<file path="config.mk">
export PLATFORM = sky130hd
export DESIGN_NAME = n64_bit_receiver_flat
export DESIGN_NICKNAME = d
export VERILOG_FILES = /design/src/rtl/n64_bit_receiver_if.sv /design/src/rtl/n64_bit_receiver.sv /design/src/flat_wrapper.sv
export SDC_FILE = /design/constraint.sdc
export NUM_CORES = 1
export LEC_CHECK = 0
export ABC_AREA = 1
export ABC_CLOCK_PERIOD_IN_PS = 2200
export BUFFER_PORTS_ARGS = -buffer_cell sky130_fd_sc_hd__buf_2
export CAP_MARGIN = 20
export CELL_PAD_IN_SITES_DETAIL_PLACEMENT = 0
export CELL_PAD_IN_SITES_GLOBAL_PLACEMENT = 1
export CORE_MARGIN = 3
export CORE_UTILIZATION = 40
export CTS_CLUSTER_DIAMETER = 100
export DETAILED_ROUTE_END_ITERATION = 8
export HOLD_SLACK_MARGIN = 0.15
export PLACE_DENSITY = 0.84
export SYNTH_ARGS = -nofsm -noshare
export SYNTH_HDL_FRONTEND = slang
export SYNTH_SLANG_ARGS = --single-unit
</file>
<file path="constraint.sdc">
create_clock -name clk -period 2.2 [get_ports clk]
set_input_delay 0.11 -clock clk [delete_from_list [all_inputs] [get_ports clk]]
set_output_delay 0.11 -clock clk [all_outputs]
set_load 0.1 [all_outputs]
</file>
<file path="src/rtl/n64_bit_receiver_if.sv">
// N64 receive-side bundle: raw line and arm in,
// decoded word and status pulses out.
interface n64_bit_receiver_if #(
  parameter int NUM_BITS = 32
);
  logic                Data_In;
  logic                Enable;
  logic [NUM_BITS-1:0] Data_Out;
  logic                Valid;
  logic                Busy;
  logic                Error;

  modport master (
    output Data_In,
    output Enable,
    input  Data_Out,
    input  Valid,
    input  Busy,
    input  Error
  );

  modport slave (
    input  Data_In,
    input  Enable,
    output Data_Out,
    output Valid,
    output Busy,
    output Error
  );
endinterface

</file>
<file path="src/rtl/n64_bit_receiver.sv">
// N64 controller response decoder: measures each low
// pulse on the synchronized line and assembles a word.
module n64_bit_receiver #(
  parameter int CYCLES_PER_US    = 12,
  parameter int NUM_BITS         = 32,
  parameter int GLITCH_CYC       = 2,
  parameter int FIRST_TIMEOUT_US = 64
) (
  input logic clk,
  input logic Reset,
  n64_bit_receiver_if.slave bus
);

  localparam int LOW_MAX  = 4 * CYCLES_PER_US;
  localparam int THRESH   = 2 * CYCLES_PER_US;
  localparam int HIGH_MAX = 8 * CYCLES_PER_US;
  localparam int FIRST_TO = FIRST_TIMEOUT_US
                          * CYCLES_PER_US;
  localparam int HI_TOP   = (FIRST_TO > HIGH_MAX)
                          ? FIRST_TO : HIGH_MAX;
  localparam int HW = $clog2(HI_TOP + 1);
  localparam int LW = $clog2(LOW_MAX + 1);
  localparam int BW = $clog2(NUM_BITS + 1);

  localparam logic [HW-1:0] FIRST_LIM = HW'(FIRST_TO);
  localparam logic [HW-1:0] HIGH_LIM  = HW'(HIGH_MAX);
  localparam logic [LW-1:0] LOW_LIM   = LW'(LOW_MAX);
  localparam logic [LW-1:0] THR_LIM   = LW'(THRESH);
  localparam logic [LW-1:0] GL_LIM    = LW'(GLITCH_CYC);
  localparam logic [BW-1:0] NB_LIM    = BW'(NUM_BITS);

  typedef enum logic [2:0] {
    IDLE,
    WAIT_FALL,
    MEASURE_LOW,
    DONE,
    ERROR
  } state_t;

  state_t state, state_n;

  logic                s1, s2;
  logic [HW-1:0]       hi_cnt, hi_n, hi_inc, hi_lim;
  logic [LW-1:0]       lo_cnt, lo_n, lo_inc;
  logic [BW-1:0]       bit_cnt, bits_n;
  logic [NUM_BITS-1:0] sr, sr_n;
  logic [NUM_BITS-1:0] dout, dout_n;
  logic                din, en, bit_val;

  always_ff @(posedge clk or negedge Reset) begin
    if (!Reset) begin
      s1 <= 1'b1;
      s2 <= 1'b1;
    end else begin
      s1 <= bus.Data_In;
      s2 <= s1;
    end
  end

  assign din     = s2;
  assign en      = bus.Enable;
  assign bit_val = lo_cnt < THR_LIM;

  // Counters hold at all-ones instead of wrapping.
  assign hi_inc = (hi_cnt == '1) ? hi_cnt
                : hi_cnt + HW'(1);
  assign lo_inc = (lo_cnt == '1) ? lo_cnt
                : lo_cnt + LW'(1);
  assign hi_lim = (bit_cnt == '0) ? FIRST_LIM
                : HIGH_LIM;

  always_ff @(posedge clk or negedge Reset) begin
    if (!Reset) begin
      state   <= IDLE;
      hi_cnt  <= '0;
      lo_cnt  <= '0;
      bit_cnt <= '0;
      sr      <= '0;
      dout    <= '0;
    end else begin
      state   <= state_n;
      hi_cnt  <= hi_n;
      lo_cnt  <= lo_n;
      bit_cnt <= bits_n;
      sr      <= sr_n;
      dout    <= dout_n;
    end
  end

  always_comb begin
    state_n = state;
    hi_n    = hi_cnt;
    lo_n    = lo_cnt;
    bits_n  = bit_cnt;
    sr_n    = sr;
    dout_n  = dout;
    unique case (state)
      IDLE: begin
        if (en) begin
          state_n = WAIT_FALL;
          hi_n    = '0;
          lo_n    = '0;
          bits_n  = '0;
        end
      end
      WAIT_FALL: begin
        if (!en) begin
          state_n = IDLE;
        end else if (!din) begin
          state_n = MEASURE_LOW;
          lo_n    = LW'(1);
        end else begin
          hi_n = hi_inc;
          if (hi_inc >= hi_lim) state_n = ERROR;
        end
      end
      MEASURE_LOW: begin
        if (!en) begin
          state_n = IDLE;
        end else if (!din) begin
          lo_n = lo_inc;
          if (lo_inc >= LOW_LIM) state_n = ERROR;
        end else if (lo_cnt < GL_LIM) begin
          // Glitch: resume the high gap where it left off.
          state_n = WAIT_FALL;
        end else if (bit_cnt < NB_LIM) begin
          sr_n    = {sr[NUM_BITS-2:0], bit_val};
          bits_n  = bit_cnt + BW'(1);
          hi_n    = '0;
          state_n = WAIT_FALL;
        end else if (bit_val) begin
          dout_n  = sr;
          state_n = DONE;
        end else begin
          state_n = ERROR;
        end
      end
      DONE: begin
        if (en) begin
          state_n = WAIT_FALL;
          hi_n    = '0;
          lo_n    = '0;
          bits_n  = '0;
        end else begin
          state_n = IDLE;
        end
      end
      ERROR: begin
        state_n = IDLE;
      end
      default: begin
        state_n = IDLE;
      end
    endcase
  end

  assign bus.Data_Out = dout;
  assign bus.Valid    = (state == DONE);
  assign bus.Error    = (state == ERROR);
  assign bus.Busy     = (state != IDLE);

endmodule

</file>
<file path="src/flat_wrapper.sv">
// flat-port wrapper written by rule: the top's interface ports become plain ports
module n64_bit_receiver_flat 
#(
  parameter int CYCLES_PER_US    = 12,
  parameter int NUM_BITS         = 32,
  parameter int GLITCH_CYC       = 2,
  parameter int FIRST_TIMEOUT_US = 64
)
  (clk, Reset, bus_Data_In, bus_Enable, bus_Data_Out, bus_Valid, bus_Busy, bus_Error);
  n64_bit_receiver_if #(.NUM_BITS(NUM_BITS)) bus_i ();
  input logic clk;
  input logic Reset;
  input wire logic [$bits(bus_i.Data_In)-1:0] bus_Data_In;
  input wire logic [$bits(bus_i.Enable)-1:0] bus_Enable;
  output wire logic [$bits(bus_i.Data_Out)-1:0] bus_Data_Out;
  output wire logic [$bits(bus_i.Valid)-1:0] bus_Valid;
  output wire logic [$bits(bus_i.Busy)-1:0] bus_Busy;
  output wire logic [$bits(bus_i.Error)-1:0] bus_Error;
  assign bus_i.Data_In = bus_Data_In;
  assign bus_i.Enable = bus_Enable;
  assign bus_Data_Out = bus_i.Data_Out;
  assign bus_Valid = bus_i.Valid;
  assign bus_Busy = bus_i.Busy;
  assign bus_Error = bus_i.Error;
  n64_bit_receiver #(.CYCLES_PER_US(CYCLES_PER_US), .NUM_BITS(NUM_BITS), .GLITCH_CYC(GLITCH_CYC), .FIRST_TIMEOUT_US(FIRST_TIMEOUT_US)) u_core (.clk(clk), .Reset(Reset), .bus(bus_i));
endmodule
</file>
Word-level counts from Yosys, hierarchy flattened --
Index checks and enable logic that the tools add are counted.
Operators by class: $add $sub $neg 3, order comparisons 5, eq/ne operators 18, mux-type cells 34, bitwise logic cells 2, reductions and logical operators 12
Operators by type and width (number):
- two-way mux 10 bit | 9
- two-way mux 6 bit | 10
- two-way mux 3 bit | 10
- case mux 10 bit (3 select lines) | 1
- case mux 6 bit (3 select lines) | 1
- AND reduction 6 bit | 3
- adder 6 x 1 -> 6 bit, second input constant | 2
- != test 2 bit, second input constant | 6
- case mux 3 bit (4 select lines) | 1
- case mux 6 bit (2 select lines) | 1
- adder 10 x 1 -> 10 bit, second input constant | 1
- == test 10 bit, second input constant | 1
- >= comparator 10 bit | 1
- != test 2 x 1 -> 1 bit, second input constant | 4
- AND reduction 8 bit | 1
- == test 3 x 2 -> 1 bit, second input constant | 2
- == test 6 bit, second input constant | 1
- >= comparator 6 bit, second input constant | 1
- zero test 6 bit | 1
- < comparator 6 x 2 -> 1 bit, second input constant | 1
- < comparator 6 x 5 -> 1 bit, second input constant | 1
- < comparator 6 bit, second input constant | 1
- nonzero test 3 bit | 2
- AND reduction 5 bit | 1
- other kinds (10) | 11
Storage, ports and cells: register bits after elaboration 91, input port bits 4, output and inout bits 35, word-level logic and storage cells 82

Longest topological paths before layout --
Gate-level depths: netlist of run 1.
word-level depth 7, gate-level depth with buffers 16, gate-level depth less buffers 16

Worst setup path after synthesis of run 1 --
OpenSTA, ideal clock, no wires.
path type register -> output, start point register u_core.state[2], end point output port bus_Error, data arrival time 2508 ps, required time 2090 ps, setup slack -418 ps, stages on the path, launching flop included 3, buffers on the path 0, cell sequence dfrtp_1 -> inv_2 -> nor3_1
On the way: cells in the longest elaborated chain, start to end 1
Ends and longest elaborated chain:
- from (decl) | RTL line n64_bit_receiver.sv:40 | state_t state, state_n;
- from (signal assigned) | RTL line n64_bit_receiver.sv:81 | state <= state_n;
- == test 3 bit | RTL line n64_bit_receiver.sv:159 | assign bus.Error = (state == ERROR);
- to (decl) | RTL line flat_wrapper.sv:18 | output wire logic [$bits(bus_i.Error)-1:0] bus_Error;
No other way between the ends.

Final worst setup path of run 1 --
start point register u_core.hi_cnt[1], end point register u_core.state[2]
On the way: cells in the longest elaborated chain, start to end 5
Ends and longest elaborated chain:
- from (decl) | RTL line n64_bit_receiver.sv:43 | logic [HW-1:0] hi_cnt, hi_n, hi_inc, hi_lim;
- from (signal assigned) | RTL line n64_bit_receiver.sv:82 | hi_cnt <= hi_n;
- adder 10 x 1 -> 10 bit / == test 10 bit (equally long branches) | RTL line n64_bit_receiver.sv:66, n64_bit_receiver.sv:65
- two-way mux 10 bit (*) | RTL line n64_bit_receiver.sv:65 | assign hi_inc = (hi_cnt == '1) ? hi_cnt
- >= comparator 10 bit (*) | RTL line n64_bit_receiver.sv:114 | if (hi_inc >= hi_lim) state_n = ERROR;
- != test 4 bit (no line) (*)
- AND reduction 3 bit (no line) (*)
Mark *: on every way between the ends. The rest lies on a longest branch, timed or not. A chain may end at the register's enable or synchronous reset.

==> Implementation_results.wiki, run 1 <==
{| class="wikitable"
! Metric !! Value
|-
| Inserted Diodes || 0
|-
| Power density of the placed cells || between 1000 and 1500 nW/um2
|-
| Flip-flop and latch count after synthesis || 91
|-
| Combined global-route utilization of all metal layers || 0.151
|-
| DRC violation count after routing || 0
|-
| Number of antenna violations at the first check in global routing || 0
|-
| Number of global-route vias before repair || around 3200
|-
| Final setup violation count || 0
|-
| Site Rows || 36
|-
| Worst Path Arrival || roughly 2.5 ns
|-
| Sum of routed wire length over all layers || just over 8 mm
|-
| Setup repair after global routing missed its margin || yes
|-
| Initial Utilization || 0.419
|-
| Net count after synthesis || 497
|-
| Number of clock sinks || 91
|-
| Highest metal layer with signal wires || met4
|-
| Inserted Clock Buffers || 9
|-
| Per-instance average area after synthesis || 8.60 um2
|-
| Total number of yosys warnings || 0
|-
| CP most frequent cell || sky130_fd_sc_hd__nand2_1
|-
| Via count of the routed design || between 3000 and 4000
|-
| Root cell of the clock tree || sky130_fd_sc_hd__clkbuf_8
|-
| Violation count after the first detailed-routing iteration || roughly 140
|-
| Yosys cell types || 37
|-
| Hold Violations, Final || 0
|-
| Required time at the endpoint of the critical path || 2.49 ns
|-
| Number of synthesized flops with an enable pin || 0
|-
| Switch share || 0.409
|-
| Maximum operating frequency || 462 MHz
|-
| Clock Power Share || 0.206
|-
| Element type at the critical path start || flip-flop
|-
| Number of input and output port buffers inserted || 38
|-
| Routed WL per cell || 12.0 um
|-
| Fraction of registers with async set or reset after synthesis || 1.00
|-
| Clock Pin Slew Worst Setup and Hold Paths || approximately 0.10 ns
|-
| Worst-case hold slack || roughly 0.33 ns
|-
| Latest clock arrival within the worst-skew pair || between 0.3 and 0.4 ns
|-
| Floorplan die area || around 12000 um2
|-
| First-pass GRT wire length || between 10 and 15 mm
|-
| Global route overflow || 0
|-
| Net switching power || around 2.1 mW
|-
| Worst setup skew after layout || approximately 0.0095 ns
|-
| Area inside the core boundary || between 9000 and 10000 um2
|-
| Router iterations before antenna repair || 6
|-
| Delay of the slowest critical-path stage || roughly 0.43 ns
|-
| List of cells traversed by the critical path || ha_2, nand2_2, inv_2, nand2_2, nor2_2, o31a_1, ha_4, nand2_4, nor2_4, nand3_2, nor2_1, nand2_1, nand2_1, nand2_1, nor2_1
|-
| Worst slew pin tran || ~0.68 ns
|-
| Min Clock Period, post-route || approximately 2.2 ns
|-
| Final GP Congestion || 0.851
|-
| Post-route cell area || around 4800 um2
|-
| Cell type of the slowest stage on the worst timing path || sky130_fd_sc_hd__dfrtp_1
|-
| Slew margin rel. || 0.548
|-
| Worst Path Class, Setup || flip-flop to flip-flop
|-
| Met3 layer wire length in the routed design || between 300 and 400 um
|-
| Estimated wirelength of the detail-placed design || approximately 5.6 mm
|-
| Routed length on met1 || between 3 and 4 mm
|-
| Clock Tree Buf Depth || 2
|-
| Gate count after technology mapping || between 400 and 500
|-
| Number of top-level pins || 39
|-
| H-tree lvl count || 3
|-
| Vertical extent of the die || 108 um
|-
| Worst Hold Class || input pin to asynchronous set/reset pin
|-
| Total power || slightly above 5 mW
|-
| Total count of max-transition violations in the final report || 0
|-
| Power share of the combinational group || 0.335
|-
| Category of cells accounting for the largest share of critical-path delay || simple AND/OR/NAND/NOR gates
|-
| Sequential group share of total power || 0.460
|-
| P_int || between 3 and 4 mW
|-
| Worst Setup End Kind || flip-flop
|-
| Status || finished, final reports clean
|-
| Static leakage || around 2.4 nW
|-
| Maximum ir drop on the vdd rail || between 0.0005 and 0.0006 V
|-
| Post-synthesis instance area || 4170 um2
|-
| Clock tree from TritonCTS || built
|-
| Synth Flop Type || sky130_fd_sc_hd__dfrtp_1
|-
| Post-place instance area || 4550 um2
|-
| Maximum number of pins on one net before global-route repair || 66
|-
| Layout-stage area growth over the synthesis result || 16.0%
|-
| Final clock period utilization by the worst path || 0.985
|-
| Number of buffers and inverters on the critical path || 1
|-
| Number of max-capacitance violations reported || 0
|-
| Layout net count || about 550
|-
| Wire length on met2 || slightly below 4 mm
|-
| Share of layout cells above drive strength 1 || 0.184
|-
| Chip width || 108 um
|-
| Share of the yosys chip area belonging to registers || 0.546
|-
| Max Fanout on Critical Path || 4
|-
| Via/cell ratio || 4.83
|-
| Antenna violation net count after detailed routing || 0
|}
## path summary, 6_finish.rpt
| kind | start | endpoint | slack [ns] | cells after the start |
|---|---|---|---|---|
| worst min register to register | u_core.s1 | u_core.din | 0.37 | 0 |
| worst max-delay path | u_core.hi_cnt[1] | u_core.state[2] | 0.03 | 15 |
| worst min-delay path | Reset | u_core.bus.Data_Out[22] | 0.33 | 2 |
| max in group asynchronous | Reset | u_core.state[0] | 1.23 | 3 |
| worst max register to register | u_core.hi_cnt[1] | u_core.state[2] | 0.03 | 15 |
| min in group clk | u_core.s1 | u_core.din | 0.37 | 0 |
## layer usage
metal	vias up	GRT usage
met5	-	0
met4	0	0.0442
met3	12	0.0382
met2	61	0.260
met1	1515	0.189
li1	1659	-
## cells in the mapped netlist (3+ instances only)
master	instances	share of area
sky130_fd_sc_hd__nand2_1	110	0.099
sky130_fd_sc_hd__dfrtp_1	89	0.53
sky130_fd_sc_hd__inv_1	72	0.065
sky130_fd_sc_hd__o21ai_0	57	0.068
sky130_fd_sc_hd__o21ai_1	31	0.037
sky130_fd_sc_hd__nor2_1	28	0.025
sky130_fd_sc_hd__nand3_1	21	0.025
sky130_fd_sc_hd__nand4_1	9	0.013
sky130_fd_sc_hd__ha_1	8	0.024
sky130_fd_sc_hd__a21oi_1	6	0.0072
sky130_fd_sc_hd__o22ai_1	6	0.0090
sky130_fd_sc_hd__clkbuf_1	5	0.0045
sky130_fd_sc_hd__xor2_1	4	0.0084
sky130_fd_sc_hd__buf_2	3	0.0036
sky130_fd_sc_hd__buf_4	3	0.0054
sky130_fd_sc_hd__buf_6	3	0.0081
sky130_fd_sc_hd__inv_2	3	0.0027
sky130_fd_sc_hd__nor3_1	3	0.0036
## repair_timing
action                                 in CTS  in global routing
pin swaps                                   0                  7
hold buffers                                3                  0
endpoints found under the hold margin      50                  0
gates resized for setup                     3                 13
setup endpoints to repair                   2                  2
setup buffers                               1                  2
## state kept, by name, indices dropped and copies added (netlist names)
| name | flops |
|---|---|
| u_core.bit_cnt | 6 |
| u_core.bus.Data_Out | 32 |
| u_core.din | 1 |
| u_core.hi_cnt | 10 |
| u_core.lo_cnt | 6 |
| u_core.s1 | 1 |
| u_core.sr | 32 |
| u_core.state | 3 |
## cell families (layout without fill, tap and decap cells)
family / Yosys count / after routing / share of synthesized area
buf+inv: 90 / 144 / 0.0903
flops: 91 / 91 / 0.546
simple gates: 185 / 185 / 0.195
compound gates: 105 / 105 / 0.132
xor+xnor: 5 / 5 / 0.0105
mux: 1 / 1 / 0.00270
fa+ha+maj: 8 / 8 / 0.0240
## layout by cell type, fill, tap and decap left out, drive strengths merged, types with 4 or more instances in the layout
cell type and n:
nand2 112, dfrtp 89, o21ai 88, inv 78, buf 50, nor2 31
nand3 22, nand4 10, clkbuf 9, ha 8, a21oi 7, o22ai 6
nor3 5, xor2 4
## per-stage QoR
stage | worst slack, ns | util | setup TNS, ns | instances
after global routing | -0.130 | 0.486 | -0.226 | 672
after detailed placement | -0.0129 | 0.457 | -0.0152 | 650
after global placement | 0.0558 | 0.457 | 0 | 650
after floorplan | 0.161 | - | 0 | 485
final | 0.0333 | 0.486 | 0 | 672
after CTS | 0.0154 | 0.480 | 0 | 670
## power groups by stage
stage	sequential, mW	clock (mW)	combinational, mW
after floorplan	2.58	0	1.03
after global placement	2.38	0	1.58
after detailed placement	2.39	0	1.62
after CTS	2.36	1.11	1.66
after global routing	2.42	1.18	1.94
final	2.36	1.05	1.72
## area by class of cell
| type | count | area, um2 |
|---|---|---|
| Fill cell | 975 | 5110 |
| Sequential cell | 91 | 2280 |
| Multi-Input combinational cell | 304 | 1590 |
| Timing Repair Buffer | 53 | 338 |
| Inverter | 75 | 282 |
| Tap cell | 133 | 166 |
| Clock buffer | 9 | 124 |
| Clock inverter | 7 | 60.1 |
(Power assumes the default switching activity.)
==> run 2: changes to the inputs <==
- ABC_AREA: 1 -> default
- CORE_UTILIZATION: 40 -> 43
==> run 2 against run 1 <==
Net effect: critical path depth is 5 lower; via count down 9.3%; area after synthesis is 0.81% higher; maximum frequency fell by 0.80%; sequential cell count is the same; clock power is 4% higher; worst hold slack gained 0.0097 ns; largest power group unchanged.
==> Implementation_results.wiki, run 2 <==
{| class="wikitable"
! Metric !! Value
|-
| Setup repair after global routing missed its margin || yes
|-
| Ranking of synthesized cells by instance count || sky130_fd_sc_hd__dfrtp_1 (89), sky130_fd_sc_hd__mux2_2 (64), sky130_fd_sc_hd__nand2_1 (20)
|-
| Layout-stage area growth over the synthesis result || 19.7%
|-
| Layout net count || 427 (-22%)
|-
| DRC violation count after routing || 0 (unchanged)
|-
| Share of layout cells above drive strength 1 || 0.407 (+0.223)
|-
| Flip-flop and latch count after synthesis || 91 (unchanged)
|-
| Area inside the core boundary || 9370 um2 (-5.9%)
|-
| Yosys cell types || 49 (+32%)
|-
| Max Fanout on Critical Path || 6 (+2)
|-
| List of cells traversed by the critical path || buf_4, nand3_1, nor3_2, nand3_1, o21a_1, ha_4, nand4_1, nor3_2, nand4_1, a22o_1
|-
| Post-synthesis instance area || 4210 um2 (+0.81%)
|-
| Element type at the critical path start || flip-flop
|-
| Estimated wirelength of the detail-placed design || 5.44 mm (-3.6%)
|-
| Worst Setup End Kind || flip-flop
|-
| Combined global-route utilization of all metal layers || 0.154 (+0.00286)
|-
| Category of cells accounting for the largest share of critical-path delay || simple AND/OR/NAND/NOR gates
|-
| Synth Flop Type || sky130_fd_sc_hd__dfrtp_1
|-
| Routed WL per cell || 14.6 um (+22%)
|-
| Final setup violation count || 0 (unchanged)
|-
| Number of buffers and inverters on the critical path || 1 (unchanged)
|-
| Maximum ir drop on the vdd rail || 0.000488 V (-5.8%)
|-
| Floorplan die area || 11000 um2 (-5.9%)
|-
| Status || finished, final reports clean
|-
| Worst slew pin tran || 0.657 ns (-0.0208 ns)
|-
| Worst setup skew after layout || 0.0125 ns (+0.00300 ns)
|-
| Antenna violation net count after detailed routing || 0 (unchanged)
|-
| Delay of the slowest critical-path stage || 0.41 ns (-0.02 ns)
|-
| Worst slack, placed || -0.0273 ns (-0.0144 ns)
|-
| Hold Violations, Final || 0 (unchanged)
|-
| Root cell of the clock tree || sky130_fd_sc_hd__clkbuf_8
|-
| Final clock period utilization by the worst path || 0.993 (+0.00794)
|-
| Total number of yosys warnings || 0 (unchanged)
|-
| First-pass GRT wire length || 14.1 mm (-1.5%)
|-
| Worst Path Arrival || 2.43 ns (-0.02 ns)
|-
| Inserted Clock Buffers || 9 (unchanged)
|-
| Violation count after the first detailed-routing iteration || 135 (unchanged)
|-
| H-tree lvl count || 3 (unchanged)
|-
| Number of max-capacitance violations reported || 0 (unchanged)
|-
| Number of antenna violations at the first check in global routing || 0 (unchanged)
|-
| Number of clock sinks || 91 (unchanged)
|-
| Vertical extent of the die || 105 um (-3.0%)
|-
| Area share of the largest cell type after synthesis || 0.529 (-0.00429)
|-
| Share of the yosys chip area belonging to registers || 0.542 (-0.00439)
|-
| Number of input and output port buffers inserted || 38 (unchanged)
|-
| Number of inserted filler cells in the final layout || 819 (-16%)
|-
| Area of all sequential standard cells || 2280 um2 (unchanged)
|-
| Latest clock arrival within the worst-skew pair || 0.35 ns (about the same)
|-
| Clock Pin Slew Worst Setup and Hold Paths || 0.10 ns (about the same)
|-
| Slew margin rel. || 0.562 (+0.0139)
|-
| Post-place instance area || 4690 um2 (+3.2%)
|-
| Router iterations before antenna repair || 4 (-2)
|-
| Number of global-route vias before repair || 2963 (-7.2%)
|-
| Leading post-synthesis cells by cell area || sky130_fd_sc_hd__dfrtp_1 (53%), sky130_fd_sc_hd__mux2_2 (17%), sky130_fd_sc_hd__ha_1 (2.4%)
|-
| Inserted Diodes || 0 (unchanged)
|-
| Per-instance average area after synthesis || 12.2 um2 (+41%)
|-
| Most used cells in the layout excluding fill and tap cells || sky130_fd_sc_hd__dfrtp_1 (89), sky130_fd_sc_hd__mux2_2 (64), sky130_fd_sc_hd__buf_2 (37)
|-
| Net count after synthesis || 358 (-28%)
|-
| Min Clock Period, post-route || 2.18 ns (+0.0175 ns)
|-
| Leading cell type by number of instances after synthesis || sky130_fd_sc_hd__dfrtp_1
|-
| Area of the multi-input gates || 1860 um2 (+17%)
|-
| Required time at the endpoint of the critical path || 2.44 ns (-0.05 ns)
|-
| Clock Tree Buf Depth || 2 (unchanged)
|-
| Site Rows || 35 (-2.8%)
|-
| Post-route cell area || 5040 um2 (+4.0%)
|-
| Via/cell ratio || 5.37 (+11%)
|-
| Static leakage || 2.52 nW (+4.5%)
|-
| Number of synthesized flops with an enable pin || 0 (unchanged)
|-
| Worst Path Class, Setup || flip-flop to flip-flop
|-
| Maximum operating frequency || 458 MHz (-0.80%)
|-
| Most common cell after layout, fill and taps aside || sky130_fd_sc_hd__dfrtp_1
|-
| Worst-case hold slack || 0.338 ns (+0.00970 ns)
|-
| Via count of the routed design || 2946 (-9.3%)
|-
| Chip width || 105 um (-3.0%)
|-
| Gate count after technology mapping || 346 (-29%)
|-
| Cell type of the slowest stage on the worst timing path || sky130_fd_sc_hd__dfrtp_1
|-
| Setup ws final || 0.0158 ns (-0.0175 ns)
|-
| Sum of routed wire length over all layers || 8.00 mm (-0.68%)
|-
| Initial Utilization || 0.449 (+0.0297)
|-
| Worst Hold Class || input pin to asynchronous set/reset pin
|-
| Global route overflow || 0 (unchanged)
|-
| Maximum number of pins on one net before global-route repair || 53 (-20%)
|-
| Setup_tns || 0 ns (unchanged)
|-
| Clock tree from TritonCTS || built
|-
| Final GP Congestion || 0.855 (+0.53%)
|-
| Fraction of registers with async set or reset after synthesis || 1.00 (unchanged)
|-
| Biggest area consumer among synthesized cells || sky130_fd_sc_hd__dfrtp_1
|-
| Number of top-level pins || 39 (unchanged)
|-
| Power density of the placed cells || 680 nW/um2 (-36%)
|-
| Total count of max-transition violations in the final report || 0 (unchanged)
|}
-- run 2: per-layer routing --
| layer | up-vias | wire, um | GRT usage |
|---|---|---|---|
| li1 | 1411 | - | - |
| met3 | 8 | 377 | 0.0303 |
| met2 | 77 | 3730 | 0.240 |
| met5 | - | 0 | 0 |
| met1 | 1450 | 3780 | 0.214 |
| met4 | 0 | 112 | 0.0562 |
-- run 2: path summary, 6_finish.rpt --
check / from / endpoint / slack [ns] / cells after the start
worst max-delay path: u_core.hi_cnt[0] / u_core.state[0] / 0.02 / 10
worst max register to register: u_core.hi_cnt[0] / u_core.state[0] / 0.02 / 10
worst min register to register: u_core.s1 / u_core.din / 0.36 / 0
min in group clk: u_core.s1 / u_core.din / 0.36 / 0
worst min-delay path: Reset / u_core.sr[14] / 0.34 / 2
max in group asynchronous: Reset / u_core.sr[5] / 1.22 / 3
-- run 2: worst register-to-register path, cell delays in order, from the launching register on --
cell and delay, ns:
sky130_fd_sc_hd__dfrtp_1 0.41, sky130_fd_sc_hd__buf_4 0.16, sky130_fd_sc_hd__nand3_1 0.13, sky130_fd_sc_hd__nor3_2 0.23
sky130_fd_sc_hd__nand3_1 0.11, sky130_fd_sc_hd__o21a_1 0.17, sky130_fd_sc_hd__ha_4 0.29, sky130_fd_sc_hd__nand4_1 0.10
sky130_fd_sc_hd__nor3_2 0.11, sky130_fd_sc_hd__nand4_1 0.13, sky130_fd_sc_hd__a22o_1 0.24
-- run 2: kinds of logic (layout without fill, tap and decap cells) --
kind of cell,after synthesis,after routing,share of synthesized area
AO/OA/AOI/OAI,63,63,0.0996
XOR/XNOR,3,3,0.00625
adder cells (fa/ha/maj),8,8,0.0238
buffers and inverters,25,99,0.0333
flip-flops,91,91,0.542
multiplexers,65,65,0.174
AND/OR/NAND/NOR,91,91,0.121
-- run 2: final cells by class --
| class | count | share of cell area |
|---|---|---|
| Clock buffer | 9 | 0.0246 |
| Clock inverter | 7 | 0.0134 |
| Inverter | 9 | 0.00671 |
| Multi-Input combinational cell | 230 | 0.370 |
| Sequential cell | 91 | 0.453 |
| Tap cell | 129 | 0.0320 |
| Timing Repair Buffer | 74 | 0.101 |
-- run 2: through the flow --
| step | power, mW | utilization | cells |
|---|---|---|---|
| after global routing | 3.60 | 0.537 | 549 |
| final | 3.42 | 0.537 | 549 |
| after global placement | 2.29 | 0.500 | 521 |
| after detailed placement | 2.31 | 0.500 | 521 |
| after floorplan | 2.14 | - | 346 |
| after CTS | 3.41 | 0.530 | 545 |
-- run 2: repair_timing --
action | 4_1_cts | 5_1_grt
setup endpoints to repair | 2 | 2
gates resized for setup | 4 | 7
buffers inserted | 5 | 4
hold endpoints to repair | 52 | 0
hold buffers | 3 | 0
pin swaps | 8 | 7
-- run 2: power breakdown --
part / switching (mW) / internal, mW
clock: 0.647 / 0.441
sequential: 0.0449 / 1.71
combinational: 0.351 / 0.224
total: 1.04 / 2.38
==> run 3: changes to the inputs <==
- MAX_ROUTING_LAYER: default -> met4
==> run 3 against run 2 <==
Net effect: the run now ends with negative setup slack left; die area is the same; sequential share of layout area about the same; first-iteration DRC count up 2.2%; sequential power about the same; global-route usage grew 0.14 points; critical endpoint unchanged; largest power group unchanged.
==> Implementation_results.wiki, run 3 (synthesis gave the netlist of run 2 again) <==
{| class="wikitable"
! Metric !! Value
|-
| Worst setup path startpoint || u_core.hi_cnt[6]
|-
| Count of placed standard cells in the final layout, fillers left out || 544 (-0.91%)
|-
| Violation count after the first detailed-routing iteration || 138 (+2.2%)
|-
| Via/cell ratio || 5.40 (+0.71%)
|-
| Inserted Clock Buffers || 9 (unchanged)
|-
| Most common cell after layout, fill and taps aside || sky130_fd_sc_hd__dfrtp_1
|-
| Maximum ir drop on the vdd rail || 0.000362 V (-26%)
|-
| Routed WL per cell || 14.8 um (+1.9%)
|-
| Estimated wirelength of the detail-placed design || 5.50 mm (+0.97%)
|-
| Combined global-route utilization of all metal layers || 0.156 (+0.00142)
|-
| Setup repair after global routing missed its margin || yes
|-
| Worst Setup End Kind || flip-flop
|-
| Global route overflow || 0 (unchanged)
|-
| Number of antenna violations at the first check in global routing || 0 (unchanged)
|-
| Worst-case hold slack || 0.337 ns (-0.00110 ns)
|-
| Number of input and output port buffers inserted || 38 (unchanged)
|-
| Most used cells in the layout excluding fill and tap cells || sky130_fd_sc_hd__dfrtp_1 (89), sky130_fd_sc_hd__mux2_2 (64), sky130_fd_sc_hd__buf_2 (37)
|-
| Worst Path Class, Setup || flip-flop to flip-flop
|-
| H-tree lvl count || 3 (unchanged)
|-
| Vertical extent of the die || 105 um (unchanged)
|-
| Element type at the critical path start || flip-flop
|-
| Worst Hold Class || input pin to asynchronous set/reset pin
|-
| Static leakage || 2.50 nW (-0.77%)
|-
| Sum of routed wire length over all layers || 8.07 mm (+0.93%)
|-
| Required time at the endpoint of the critical path || 2.48 ns (+0.04 ns)
|-
| First-pass GRT wire length || 13.8 mm (-1.8%)
|-
| Number of clock sinks || 91 (unchanged)
|-
| Global Route met3 Usage || 0.0358 (+0.00556)
|-
| Busiest layer in global routing || met2
|-
| Clock tree from TritonCTS || built
|-
| Root cell of the clock tree || sky130_fd_sc_hd__clkbuf_8
|-
| Maximum operating frequency || 441 MHz (-3.6%)
|-
| Share of layout cells above drive strength 1 || 0.393 (-0.0144)
|-
| Inserted Diodes || 0 (unchanged)
|-
| Final setup violation count || 2 (+2)
|-
| Final GP Congestion || 0.853 (-0.26%)
|-
| DRC violation count after routing || 0 (unchanged)
|-
| Global routing usage on met2 || 0.235 (-0.00504)
|-
| Chip width || 105 um (unchanged)
|-
| Maximum number of pins on one net before global-route repair || 52 (-1.9%)
|-
| Violated checks || negative setup slack
|-
| Worst setup skew after layout || 0.00842 ns (-0.00406 ns)
|-
| Met1 track demand over resource in global routing || 0.211 (-0.00303)
|-
| Power density of the placed cells || 707 nW/um2 (+4.1%)
|-
| Hold Violations, Final || 0 (unchanged)
|-
| Layout-stage area growth over the synthesis result || 19.7% (about the same)
|-
| Capture point of the worst path || u_core.state[0]
|-
| Site Rows || 35 (unchanged)
|-
| Number of inserted filler cells in the final layout || 793 (-3.2%)
|-
| Status || finished, violations left
|-
| Area inside the core boundary || 9370 um2 (unchanged)
|-
| Number of cells traversed by the worst register-to-register path || 8 (-2)
|-
| Antenna violation net count after detailed routing || 0 (unchanged)
|-
| RR Endpoint || u_core.state[0]
|-
| Clock Pin Slew Worst Setup and Hold Paths || 0.09 ns (about the same)
|-
| Cell count after placement || 521 (unchanged)
|-
| Clock Tree Buf Depth || 2 (unchanged)
|-
| Total count of max-transition violations in the final report || 0 (unchanged)
|-
| Initial Utilization || 0.449 (unchanged)
|-
| Setup ws final || -0.0668 ns (-0.0826 ns)
|-
| Min Clock Period, post-route || 2.27 ns (+0.0826 ns)
|-
| Core occupancy in the finished layout || 0.537 (about the same)
|-
| Number of global-route vias before repair || 2919 (-1.5%)
|-
| Via count of the routed design || 2940 (-0.20%)
|-
| Router iterations before antenna repair || 4 (unchanged)
|-
| Worst slack, placed || 0.000948 ns (+0.0282 ns)
|-
| Layout net count || 422 (-1.2%)
|-
| Number of max-capacitance violations reported || 0 (unchanged)
|-
| Worst slew pin tran || 0.665 ns (+0.00780 ns)
|-
| Latest clock arrival within the worst-skew pair || 0.35 ns (about the same)
|-
| Origin of the critical flop-to-flop path || u_core.hi_cnt[6]
|-
| Reg2reg setup slack || -0.07 ns (-0.08 ns)
|-
| Number of top-level pins || 39 (unchanged)
|-
| Slew margin rel. || 0.557 (-0.00520)
|-
| Worst Path Arrival || 2.55 ns (+0.12 ns)
|-
| Max Fanout on Critical Path || 6 (unchanged)
|-
| Floorplan die area || 11000 um2 (unchanged)
|-
| Final clock period utilization by the worst path || 1.03 (+0.0376)
|}
[run 3: cell count changes in the layout (fill, tap and decap cells not counted), sizes merged]
cell / before / now
inv: 13 / 11
clkinv: 3 / 0
buf: 71 / 66
clkinvlp: 0 / 2
clkbuf: 9 / 10
bufinv: 0 / 2
[run 3: routing by layer]
layer | share of wire | vias to the layer above
met1 | 0.48 | 1464
met3 | 0.041 | 10
met5 | 0 | -
li1 | - | 1401
met4 | 0.0087 | 0
met2 | 0.47 | 65
[run 3: final cells by class]
cell class	count	area, um2	share of cell area
Multi-Input combinational cell	230	1850	0.368
Timing Repair Buffer	69	483	0.0959
Clock buffer	10	128	0.0254
Sequential cell	91	2280	0.453
Tap cell	129	161	0.0321
Inverter	9	33.8	0.00671
Clock inverter	6	95.1	0.0189
[run 3: worst min-delay path by stage]
stage                         start  slack, ns                end  depth (start not counted)
after global routing      u_core.s1       0.37         u_core.din                          0
after CTS                 u_core.s1       0.36         u_core.din                          0
after floorplan               Reset      -0.19  u_core.bit_cnt[0]                          0
after global placement        Reset       0.19   u_core.hi_cnt[9]                          1
after detailed placement      Reset       0.19   u_core.hi_cnt[4]                          1
final                         Reset       0.34   u_core.hi_cnt[4]                          2
[run 3: repair_timing]
item | 4_1_cts | 5_1_grt
endpoints found under the hold margin | 51 | 0
pin swaps | 7 | 10
buffers inserted | 2 | 2
gates resized for setup | 3 | 7
hold buffers | 3 | 0
endpoints found under the setup margin | 1 | 2
[run 3: stage by stage]
stage | total power [mW] | instance area (um2) | TNS, ns
finish | 3.56 | 5030 | -0.104
global route | 3.74 | 5030 | -0.277
CTS | 3.57 | 4980 | 0
detailed placement | 2.32 | 4700 | 0
global placement | 2.30 | 4700 | 0
floorplan | 2.14 | 4230 | -0.00380
[run 3: where the power goes]
part           internal, mW  total (mW)  switching [mW]
Sequential             1.71        1.76          0.0442
Clock                 0.653        1.25           0.601
Combinational         0.206       0.548           0.342
[run 3: worst max-delay path: stages, from the launching register on]
cell and delay (ns):
sky130_fd_sc_hd__dfrtp_1 0.43, sky130_fd_sc_hd__and4_1 0.35, sky130_fd_sc_hd__a31oi_1 0.12, sky130_fd_sc_hd__nor2_1 0.18, sky130_fd_sc_hd__ha_1 0.29, sky130_fd_sc_hd__a21o_1 0.18
sky130_fd_sc_hd__a211o_1 0.28, sky130_fd_sc_hd__a31oi_1 0.20, sky130_fd_sc_hd__a22o_1 0.18
